[config.mk]
export PLATFORM = sky130hd
export DESIGN_NAME = tea_asmd_enc_flat
export DESIGN_NICKNAME = d
export VERILOG_FILES = /design/src/rtl/tea_asmd_enc_if.sv /design/src/rtl/tea_asmd_enc.sv /design/src/flat_wrapper.sv
export SDC_FILE = /design/constraint.sdc
export NUM_CORES = 1
export LEC_CHECK = 0
export ABC_CLOCK_PERIOD_IN_PS = 10400
export BUFFER_PORTS_ARGS = -buffer_cell sky130_fd_sc_hd__buf_4
export CAP_MARGIN = 40
export CORE_UTILIZATION = 56
export DETAILED_ROUTE_END_ITERATION = 8
export GPL_ROUTABILITY_DRIVEN = 1
export PLACE_DENSITY = 0.77
export SLEW_MARGIN = 20
export SYNTH_ARGS = -nofsm -noshare
export SYNTH_HDL_FRONTEND = slang
export SYNTH_SLANG_ARGS = --single-unit
[constraint.sdc]
create_clock -name clk -period 10.4 [get_ports clk]
set_input_delay 2.08 -clock clk [delete_from_list [all_inputs] [get_ports clk]]
set_output_delay 2.08 -clock clk [all_outputs]
set_load 0.05 [all_outputs]
[src/rtl/tea_asmd_enc_if.sv]
// Handshake bundle for the TEA encryptor: request side drives
// enable/start/plaintext/key, the core returns ciphertext and ready.
interface tea_asmd_enc_if;
    logic         ena;
    logic         start;
    logic [63:0]  data;
    logic [127:0] key;
    logic [63:0]  res;
    logic         rdy;

    modport master (
        output ena, start, data, key,
        input  res, rdy
    );

    modport slave (
        input  ena, start, data, key,
        output res, rdy
    );
endinterface

[src/rtl/tea_asmd_enc.sv]
// Iterative TEA encryptor: one full TEA cycle (both half-rounds)
// per enabled clock, ROUNDS cycles per block.
module tea_asmd_enc #(
    parameter int          ROUNDS = 32,
    parameter logic [31:0] DELTA  = 32'h9E3779B9
) (
    input logic          clk,
    input logic          rst,
    tea_asmd_enc_if.slave bus
);

    typedef enum logic [1:0] {
        IDLE = 2'd0,
        CALC = 2'd1,
        DONE = 2'd2
    } state_t;

    localparam logic [7:0] LAST = 8'(ROUNDS - 1);

    state_t      state, state_n;
    logic [31:0] v0, v1, v0_n, v1_n;
    logic [31:0] k0, k1, k2, k3;
    logic [31:0] k0_n, k1_n, k2_n, k3_n;
    logic [31:0] sum, sum_n;
    logic [7:0]  cnt, cnt_n;
    logic [63:0] res, res_n;
    logic        rdy, rdy_n;

    logic [31:0] sum_r, v0_r, v1_r;

    // v1 half-round uses the freshly updated v0
    always_comb begin
        sum_r = sum + DELTA;
        v0_r  = v0 + (((v1 << 4) + k0) ^ (v1 + sum_r)
                    ^ ((v1 >> 5) + k1));
        v1_r  = v1 + (((v0_r << 4) + k2) ^ (v0_r + sum_r)
                    ^ ((v0_r >> 5) + k3));
    end

    always_comb begin
        state_n = state;
        v0_n    = v0;
        v1_n    = v1;
        k0_n    = k0;
        k1_n    = k1;
        k2_n    = k2;
        k3_n    = k3;
        sum_n   = sum;
        cnt_n   = cnt;
        res_n   = res;
        rdy_n   = rdy;
        unique case (state)
            IDLE, DONE: begin
                if (bus.start) begin
                    {v0_n, v1_n} = bus.data;
                    {k0_n, k1_n, k2_n, k3_n} = bus.key;
                    sum_n   = '0;
                    cnt_n   = '0;
                    rdy_n   = 1'b0;
                    state_n = CALC;
                end
            end
            CALC: begin
                v0_n  = v0_r;
                v1_n  = v1_r;
                sum_n = sum_r;
                cnt_n = cnt + 8'd1;
                if (cnt == LAST) begin
                    res_n   = {v0_r, v1_r};
                    rdy_n   = 1'b1;
                    state_n = DONE;
                end
            end
            default: begin
                rdy_n   = 1'b0;
                state_n = IDLE;
            end
        endcase
    end

    always_ff @(posedge clk) begin
        if (rst) begin
            state <= IDLE;
            v0    <= '0;
            v1    <= '0;
            k0    <= '0;
            k1    <= '0;
            k2    <= '0;
            k3    <= '0;
            sum   <= '0;
            cnt   <= '0;
            res   <= '0;
            rdy   <= 1'b0;
        end else if (bus.ena) begin
            state <= state_n;
            v0    <= v0_n;
            v1    <= v1_n;
            k0    <= k0_n;
            k1    <= k1_n;
            k2    <= k2_n;
            k3    <= k3_n;
            sum   <= sum_n;
            cnt   <= cnt_n;
            res   <= res_n;
            rdy   <= rdy_n;
        end
    end

    assign bus.res = res;
    assign bus.rdy = rdy;

endmodule
[src/flat_wrapper.sv]
// flat-port wrapper written by rule: the top's interface ports become plain ports
module tea_asmd_enc_flat 
#(
    parameter int          ROUNDS = 32,
    parameter logic [31:0] DELTA  = 32'h9E3779B9
)
  (clk, rst, bus_ena, bus_start, bus_data, bus_key, bus_res, bus_rdy);
  tea_asmd_enc_if bus_i ();
  input logic clk;
  input logic rst;
  input wire logic [$bits(bus_i.ena)-1:0] bus_ena;
  input wire logic [$bits(bus_i.start)-1:0] bus_start;
  input wire logic [$bits(bus_i.data)-1:0] bus_data;
  input wire logic [$bits(bus_i.key)-1:0] bus_key;
  output wire logic [$bits(bus_i.res)-1:0] bus_res;
  output wire logic [$bits(bus_i.rdy)-1:0] bus_rdy;
  assign bus_i.ena = bus_ena;
  assign bus_i.start = bus_start;
  assign bus_i.data = bus_data;
  assign bus_i.key = bus_key;
  assign bus_res = bus_i.res;
  assign bus_rdy = bus_i.rdy;
  tea_asmd_enc #(.ROUNDS(ROUNDS), .DELTA(DELTA)) u_core (.clk(clk), .rst(rst), .bus(bus_i));
endmodule
; Word level (Yosys, flattened, before mapping)
; Cells that the tools add are included.
[word_totals]
register_bits = 299
output_inout_bits = 65
[classes]
n_addsub = 10
n_eq_ne = 5
mux = 14
n_bitwise = 4
reduce_logical = 7
[ops]
columns = cell, n
row1 = adder 32 bit, 6
row2 = case mux 32 bit (2 select lines), 3
row3 = XOR 32 bit, 4
row4 = two-way mux 32 bit, 3
row5 = adder 27 x 32 -> 32 bit, 2
row6 = "adder 32 bit, second input constant", 1
row7 = case mux 8 bit (2 select lines), 1
row8 = AND reduction 3 bit, 4
row9 = "adder 8 x 1 -> 8 bit, second input constant", 1
row10 = "== test 8 x 5 -> 1 bit, second input constant", 1
row11 = two-way mux 8 bit, 1
row12 = two-way mux 2 bit, 2
row13 = case mux 2 bit (2 select lines), 1
row14 = "== test 2 x 1 -> 1 bit, second input constant", 1
row15 = "== test 2 bit, second input constant", 1
row16 = logical NOT 2 bit, 1
row17 = two-way mux 1 bit, 2
row18 = "!= test 2 x 1 -> 1 bit, second input constant", 1
row19 = "!= test 2 bit, second input constant", 1
row20 = case mux 1 bit (2 select lines), 1
row21 = nonzero test 2 bit, 1
row22 = OR reduction 2 bit, 1

; Depth between registers and ports, before layout
; Gate-level depths: netlist of run 1.
[depth]
depth_word = 10
ltp_mapped = 47
mapped_depth_nobuf = 46

; Worst setup path after synthesis of run 1
; OpenSTA, ideal clock, no wires.
[synth_path]
path_kind = register to register
from = register u_core.sum[0]
to = register u_core.v1[31]
setup_time_ps = 132
arrival_time_ps = 9092
required_ps = 10268
slack_ps = 1175
path_stages_with_launch = 44
n_path_buf = 0
cell_sequence = dfxtp_1 > ha_1 > a2111o_1 > a21oi_1 > xor2_1 > ha_1 > a21o_1 > a21o_1 > a221o_1 > a31o_1 > a21o_1 > a21oi_1 > o21ai_0 > a21boi_0 > xnor2_1 > xnor2_1 > ha_1 > a21oi_1 > [... 8 more ...] > nor2_1 > ha_1 > nand2_1 > a211oi_1 > nand2b_1 > xnor2_1 > xnor2_1 > xor2_1 > ha_1 > a21o_1 > a21oi_1 > nor2b_1 > a2111oi_0 > o21ai_0 > xnor3_1 > xnor3_1 > o21ai_1 > a21oi_1
[synth_via]
elab_chain_cells = 10
word_cells_on_any_way = 12
cone_classes = 7 x add/sub / 1 x mux / 4 x bitwise
[synth_rtl]
columns = item, line_no
row1 = start: declaration, tea_asmd_enc.sv:24  ; logic [31:0] sum, sum_n;
row2 = start signal: assignment, tea_asmd_enc.sv:102  ; sum <= sum_n;
row3 = adder 32 bit (*), tea_asmd_enc.sv:33  ; sum_r = sum + DELTA;
row4 = adder 32 bit (*), tea_asmd_enc.sv:34  ; v0_r = v0 + (((v1 << 4) + k0) ^ (v1 + sum_r)
row5 = XOR 32 bit (*), tea_asmd_enc.sv:34
row6 = XOR 32 bit (*), tea_asmd_enc.sv:35  ; ^ ((v1 >> 5) + k1));
row7 = adder 32 bit (*), tea_asmd_enc.sv:34
row8 = named net u_core.v0_r[28], tea_asmd_enc.sv:29  ; logic [31:0] sum_r, v0_r, v1_r;
row9 = adder 32 bit, tea_asmd_enc.sv:36  ; v1_r = v1 + (((v0_r << 4) + k2) ^ (v0_r + sum_r)
row10 = XOR 32 bit, tea_asmd_enc.sv:36
row11 = XOR 32 bit (*), tea_asmd_enc.sv:37  ; ^ ((v0_r >> 5) + k3));
row12 = adder 32 bit (*), tea_asmd_enc.sv:36
row13 = case mux 32 bit (2 select lines) (*), tea_asmd_enc.sv:52  ; unique case (state)
row14 = end signal: assignment, tea_asmd_enc.sv:97  ; v1 <= v1_n;
row15 = end: declaration, tea_asmd_enc.sv:21  ; logic [31:0] v0, v1, v0_n, v1_n;
; The timed path passes the listed nets; every way through them passes the cells marked *.
; A chain may end at the register's enable or synchronous reset.

; Final worst setup path of run 1
; Same ends and word-level chain as after synthesis.

==> flow_summary.json, run 1 <==
{
  "status": "finished with violations",
  "violations": "DRC",
  "wl_per_cell_microns": 21.6,
  "grt_first_pass_wirelength_microns": 129000,
  "synth_top_cell_by_area": "dfxtp_1",
  "cts_tree": "done",
  "yosys_warnings": 0,
  "route.detailed.drc": 18,
  "grt_pass1_vias": 22800,
  "ys_top_cells_by_area": "dfxtp_1, ha_1, xnor2_1, nand2_1, a21oi_1",
  "io_pins": 261,
  "portBuffers": 260,
  "drive_above_1_share_pct": 16.3,
  "hold_viol": 0,
  "vias": 24300,
  "synthDistinctLibCells": 74,
  "critical-path-max-stage-delay_ns": 0.45,
  "std_cell_rows": 74,
  "synthArstFlopShare_pct": 0,
  "syn_nets": 3511,
  "hold_path.class": "register to register",
  "core_area_sq_um": 41200,
  "synth_cells": 3058,
  "ant_nets": 0,
  "drtIter0Drc": 2725,
  "cts_buffers": 35,
  "die_area_sq_um": 42900,
  "fin_skew_ns": 0.0259,
  "htreeDepth": 2,
  "fmax_mhz": 100,
  "grt_usage_pct": 38.4,
  "netlist_area_sq_um": 23600,
  "ys_ff_latch": 298,
  "netlist_top_cells_count": "nand2_1, a21oi_1, xnor2_1",
  "whs_endpoint": "u_core.bus.res[23]",
  "viasPerCell": 6.18,
  "antenna_cells": 0,
  "area_delta_synth_final_pct": 20.8,
  "antenna_found_initial": 0,
  "maxCapViolCount": 0,
  "synth_edf_count": 0,
  "clkTransAtPathRegs_ns": 0.06,
  "die_w_microns": 207,
  "routed_wl_microns": 85000,
  "required_ns": 10.81,
  "hp-start": "u_core.bus.res[23]",
  "cp.arrival_ns": 10.38,
  "r2r_end": "u_core.v1[31]",
  "gr-total-overflow": 0,
  "holdPathStages": 2,
  "yosysSeqAreaShare_pct": 25.3,
  "cts_max_path_buffers": 3,
  "crit_fanout": 5,
  "endpoint_kind": "register",
  "hold_ws_ns": 0.458,
  "nFillCells": 3332,
  "start_util_pct": 57.2,
  "synthMostInstantiatedCell": "nand2_1",
  "dp_hpwl_microns": 66200,
  "worst_slew_pin_slew_ns": 0.952,
  "post-route-min-period_ns": 9.97,
  "dr.pass1.iters": 9,
  "place.gp.congestion": 1.04,
  "clock_latency_ns": 0.57,
  "finalSetupViolations": 0,
  "ff2ff_path_depth": 42,
  "crit_slowest_cell": "fa_1",
  "min_period_over_period_pct": 95.9,
  "slew_headroom_pct": 36.5,
  "ys.flop_type": "dfxtp_1",
  "fin_nets": 3837,
  "root_buffer": "clkbuf_16",
  "postSynthAreaPerCell_sq_um": 7.70,
  "die_y_microns": 207,
  "drv_slew": 0,
  "cts_hold_buf": 0,
  "reg2reg_slack_ns": 0.43,
  "grt_max_degree": 118,
  "cts.sinks": 298,
  "startpoint_type": "register",
  "crit_top_cell": "a21o_1",
  "synth_top_area_share_pct": 25.3,
  "r2r-start": "u_core.sum[0]",
  "critical_path_class": "register to register"
}
-- metrics by stage --
| stage | utilization, % | TNS [ns] | cell area (sq um) | worst slack (ns) | instances |
|---|---|---|---|---|---|
| detailed placement | 65.1 | 0 | 26800 | 0.0439 | 3869 |
| global placement | 65.0 | 0 | 26800 | 0.0785 | 3868 |
| CTS | 68.0 | 0 | 28000 | 0.0442 | 3932 |
| global route | 69.1 | -0.0391 | 28500 | -0.0391 | 3942 |
| finish | 69.1 | 0 | 28500 | 0.430 | 3942 |
| floorplan | - | 0 | 23600 | 1.18 | 3058 |
-- per-layer routing --
metal | vias to the layer above | global-route usage (%) | share of wire, %
met5 | - | 0 | 0
met4 | 0 | 10.7 | 2.8
met3 | 163 | 7.52 | 11
met2 | 1234 | 57.4 | 42
met1 | 11500 | 55.6 | 44
li1 | 11400 | - | -
-- flip-flops by register name (all words and copies together), names as in the netlist --
| signal | flops |
|---|---|
| u_core.k0 | 32 |
| u_core.k3 | 32 |
| u_core.cnt | 8 |
| u_core.sum | 32 |
| u_core.state | 2 |
| u_core.k2 | 32 |
| u_core.v0 | 32 |
| u_core.v1 | 32 |
| u_core.bus.res | 64 |
| u_core.k1 | 32 |
-- worst max-delay path by stage --
stage	depth (start not counted)	slack (ns)	startpoint	to
2_1_floorplan	43	1.18	u_core.sum[0]	u_core.v1[31]
3_3_place_gp	42	0.08	u_core.sum[1]	u_core.v1[31]
3_5_place_dp	42	0.04	u_core.sum[1]	u_core.v1[31]
4_1_cts	46	0.04	u_core.sum[1]	u_core.v1[31]
5_1_grt	47	-0.04	u_core.sum[1]	u_core.v1[31]
6_report	42	0.43	u_core.sum[0]	u_core.v1[31]
-- cells in the final DEF (no fill, tap or decap), types with 33 or more instances in the layout --
master / count
inv_1: 66
xor2_1: 64
nand2b_1: 38
dfxtp_1: 297
a21o_1: 126
nor2_1: 235
a21oi_1: 389
xnor2_1: 305
a211oi_1: 35
clkbuf_16: 36
o21ai_0: 119
nand2_1: 529
a311oi_1: 36
buf_4: 405
ha_1: 243
nand3_1: 33
o21a_1: 33
-- cells by family after synthesis --
logic type | synth area share, %
muxes | 0.213
and+or+nand+nor | 17.9
adders and majority gates | 13.9
xor gates and xnor gates | 14.7
DFF | 25.3
AOI/OAI and AO/OA | 24.9
buffers and inverters | 3.03
-- layout make-up --
| type | count | area [sq um] | share of cell area [%] |
|---|---|---|---|
| Clock inverter | 15 | 180 | 0.633 |
| Inverter | 68 | 255 | 0.897 |
| Multi-Input combinational cell | 2571 | 17200 | 60.5 |
| Tap cell | 532 | 666 | 2.34 |
| Sequential cell | 298 | 5970 | 21.0 |
| Timing Repair Buffer | 410 | 3160 | 11.1 |
| Clock buffer | 48 | 996 | 3.50 |
-- worst max-delay path: cells and delay by family, from the launching register on --
family                     cells  cell delay [ns]
AOI/OAI and AO/OA             22             4.31
adders and majority gates      5             1.72
xor gates and xnor gates       6             1.68
and+or+nand+nor                4             1.08
buffers and inverters          5             0.64
DFF                            1             0.37
-- timing repair --
| item | in CTS | in global routing |
|---|---|---|
| resized for setup | 2 | 65 |
| pin swaps | 0 | 12 |
| endpoints found under the setup margin | 1 | 16 |
| buffers inserted | 0 | 7 |
Power of run 1 is not shown: default switching activity piles up to over one toggle a cycle in this logic, so the estimate is an artifact.
==> inputs of run 2 (changes only) <==
--- a/config.mk
+++ b/config.mk
@@ -6,12 +6,12 @@
 export NUM_CORES = 1
 export LEC_CHECK = 0
 export ABC_CLOCK_PERIOD_IN_PS = 10400
-export BUFFER_PORTS_ARGS = -buffer_cell sky130_fd_sc_hd__buf_4
 export CAP_MARGIN = 40
 export CORE_UTILIZATION = 56
 export DETAILED_ROUTE_END_ITERATION = 8
+export DONT_BUFFER_PORTS = 1
 export GPL_ROUTABILITY_DRIVEN = 1
-export PLACE_DENSITY = 0.77
+export PLACE_DENSITY = 0.71
 export SLEW_MARGIN = 20
 export SYNTH_ARGS = -nofsm -noshare
 export SYNTH_HDL_FRONTEND = slang
==> flow_summary.json, run 2 (synthesized netlist as in run 1, its figures left out) <==
{
  "hold_path.class": "register to register",
  "finalSetupViolations": 0,
  "die_w_microns": 207,
  "slew_headroom_pct": 31.2,
  "route.detailed.drc": 15,
  "drive_above_1_share_pct": 7.61,
  "viasPerCell": 6.29,
  "fin_skew_ns": 0.0325,
  "hold_viol": 0,
  "std_cell_rows": 74,
  "grt_pass1_vias": 21300,
  "multi_input_area_sq_um": 17100,
  "worst-path-buf-inv": 2,
  "fin_setup_tns_ns": 0,
  "top_register": "u_core.bus.res",
  "dp_hpwl_microns": 63000,
  "io_pins": 261,
  "die_y_microns": 207,
  "clock_latency_ns": 0.57,
  "min_period_over_period_pct": 95.6,
  "critical-path-max-stage-delay_ns": 0.49,
  "start_util_pct": 57.2,
  "most-common-layout-cells": "nand2_1, a21oi_1, xnor2_1",
  "cp.arrival_ns": 10.39,
  "cts.sinks": 298,
  "grt_first_pass_wirelength_microns": 122000,
  "portBuffers": 0,
  "clkTransAtPathRegs_ns": 0.06,
  "status": "finished with violations",
  "largest_reg_flops": 64,
  "utilization_pct": 63.2,
  "root_buffer": "clkbuf_16",
  "cp_top_family": "compound AO/OA/AOI/OAI gates",
  "cts_max_path_buffers": 3,
  "cts_buffers": 34,
  "post-route-min-period_ns": 9.94,
  "drv_slew": 0,
  "dp_slack_ns": -0.0931,
  "final_common_cell": "nand2_1",
  "endpoint_kind": "register",
  "drtIter0Drc": 2246,
  "worst_slew_pin_slew_ns": 1.02,
  "vias": 22800,
  "antenna_cells": 0,
  "crit_slowest_cell": "dfxtp_1",
  "setup_ws_ns": 0.460,
  "maxCapViolCount": 0,
  "antenna_found_initial": 0,
  "area_delta_synth_final_pct": 10.5,
  "required_ns": 10.85,
  "ant_nets": 0,
  "startpoint_type": "register",
  "final-seq-area_sq_um": 5970,
  "crit_top_cell": "xnor2_1",
  "grt_usage_pct": 36.3,
  "htreeDepth": 2,
  "die_area_sq_um": 42900,
  "crit_fanout": 7,
  "nFillCells": 3738,
  "place.gp.congestion": 1.03,
  "cts_hold_buf": 0,
  "core_area_sq_um": 41200,
  "reg2reg_slack_ns": 0.46,
  "fin_nets": 3532,
  "hold_ws_ns": 0.459,
  "fmax_mhz": 101,
  "dr.pass1.iters": 9,
  "violations": "DRC",
  "routed_wl_microns": 80400,
  "critical_path_class": "register to register",
  "grt_max_degree": 295,
  "cts_tree": "done",
  "gr-total-overflow": 0,
  "wl_per_cell_microns": 22.1
}
## run 2: changes by cell type in the layout (fill, tap and decap cells not counted), sizes merged
cell	previous run	this run
buf	409	105
clkbuf	49	45
bufinv	3	6
inv	71	69
## run 2: area by class of cell
type | instances | area share (%)
clock inverter | 16 | 1.02
inverter | 68 | 0.981
sequential | 298 | 22.9
tap | 532 | 2.56
clock buffer | 44 | 3.65
multi-input combinational | 2571 | 65.7
timing repair buffer | 106 | 3.15
## run 2: final timing paths
path,startpoint,to,cells past startpoint
setup reg to reg,u_core.sum[2],u_core.v1[31],43
hold reg to reg,u_core.k3[5],u_core.k3[5],2
hold / removal,u_core.k3[5],u_core.k3[5],2
setup / recovery,u_core.sum[2],u_core.v1[31],43
## run 2: worst min-delay path: cells and delay by family (launching register included)
family,cells,cell delay [ns]
simple gates,1,0.05
compound gates,1,0.05
flops,1,0.31
## run 2: metal layers
metal / up-vias / global-route usage, % / wire length [microns]
li1: 10800 / - / -
met1: 10900 / 53.1 / 35900
met2: 1070 / 54.0 / 33300
met3: 118 / 7.63 / 9270
met4: 0 / 8.96 / 1890
met5: - / 0 / 0
## run 2: through the flow
step           cell area, sq um  cells
2_1_floorplan             23600   3058
6_report                  26000   3635
4_1_cts                   25700   3624
5_1_grt                   26000   3635
3_3_place_gp              24500   3563
3_5_place_dp              24500   3563
## run 2: timing repair
action / 4_1_cts / 5_1_grt
pin swaps: 1 / 11
buffers inserted: 1 / 9
resized for setup: 1 / 48
setup endpoints to repair: 2 / 19
Power of run 2 is left out for the same reason.
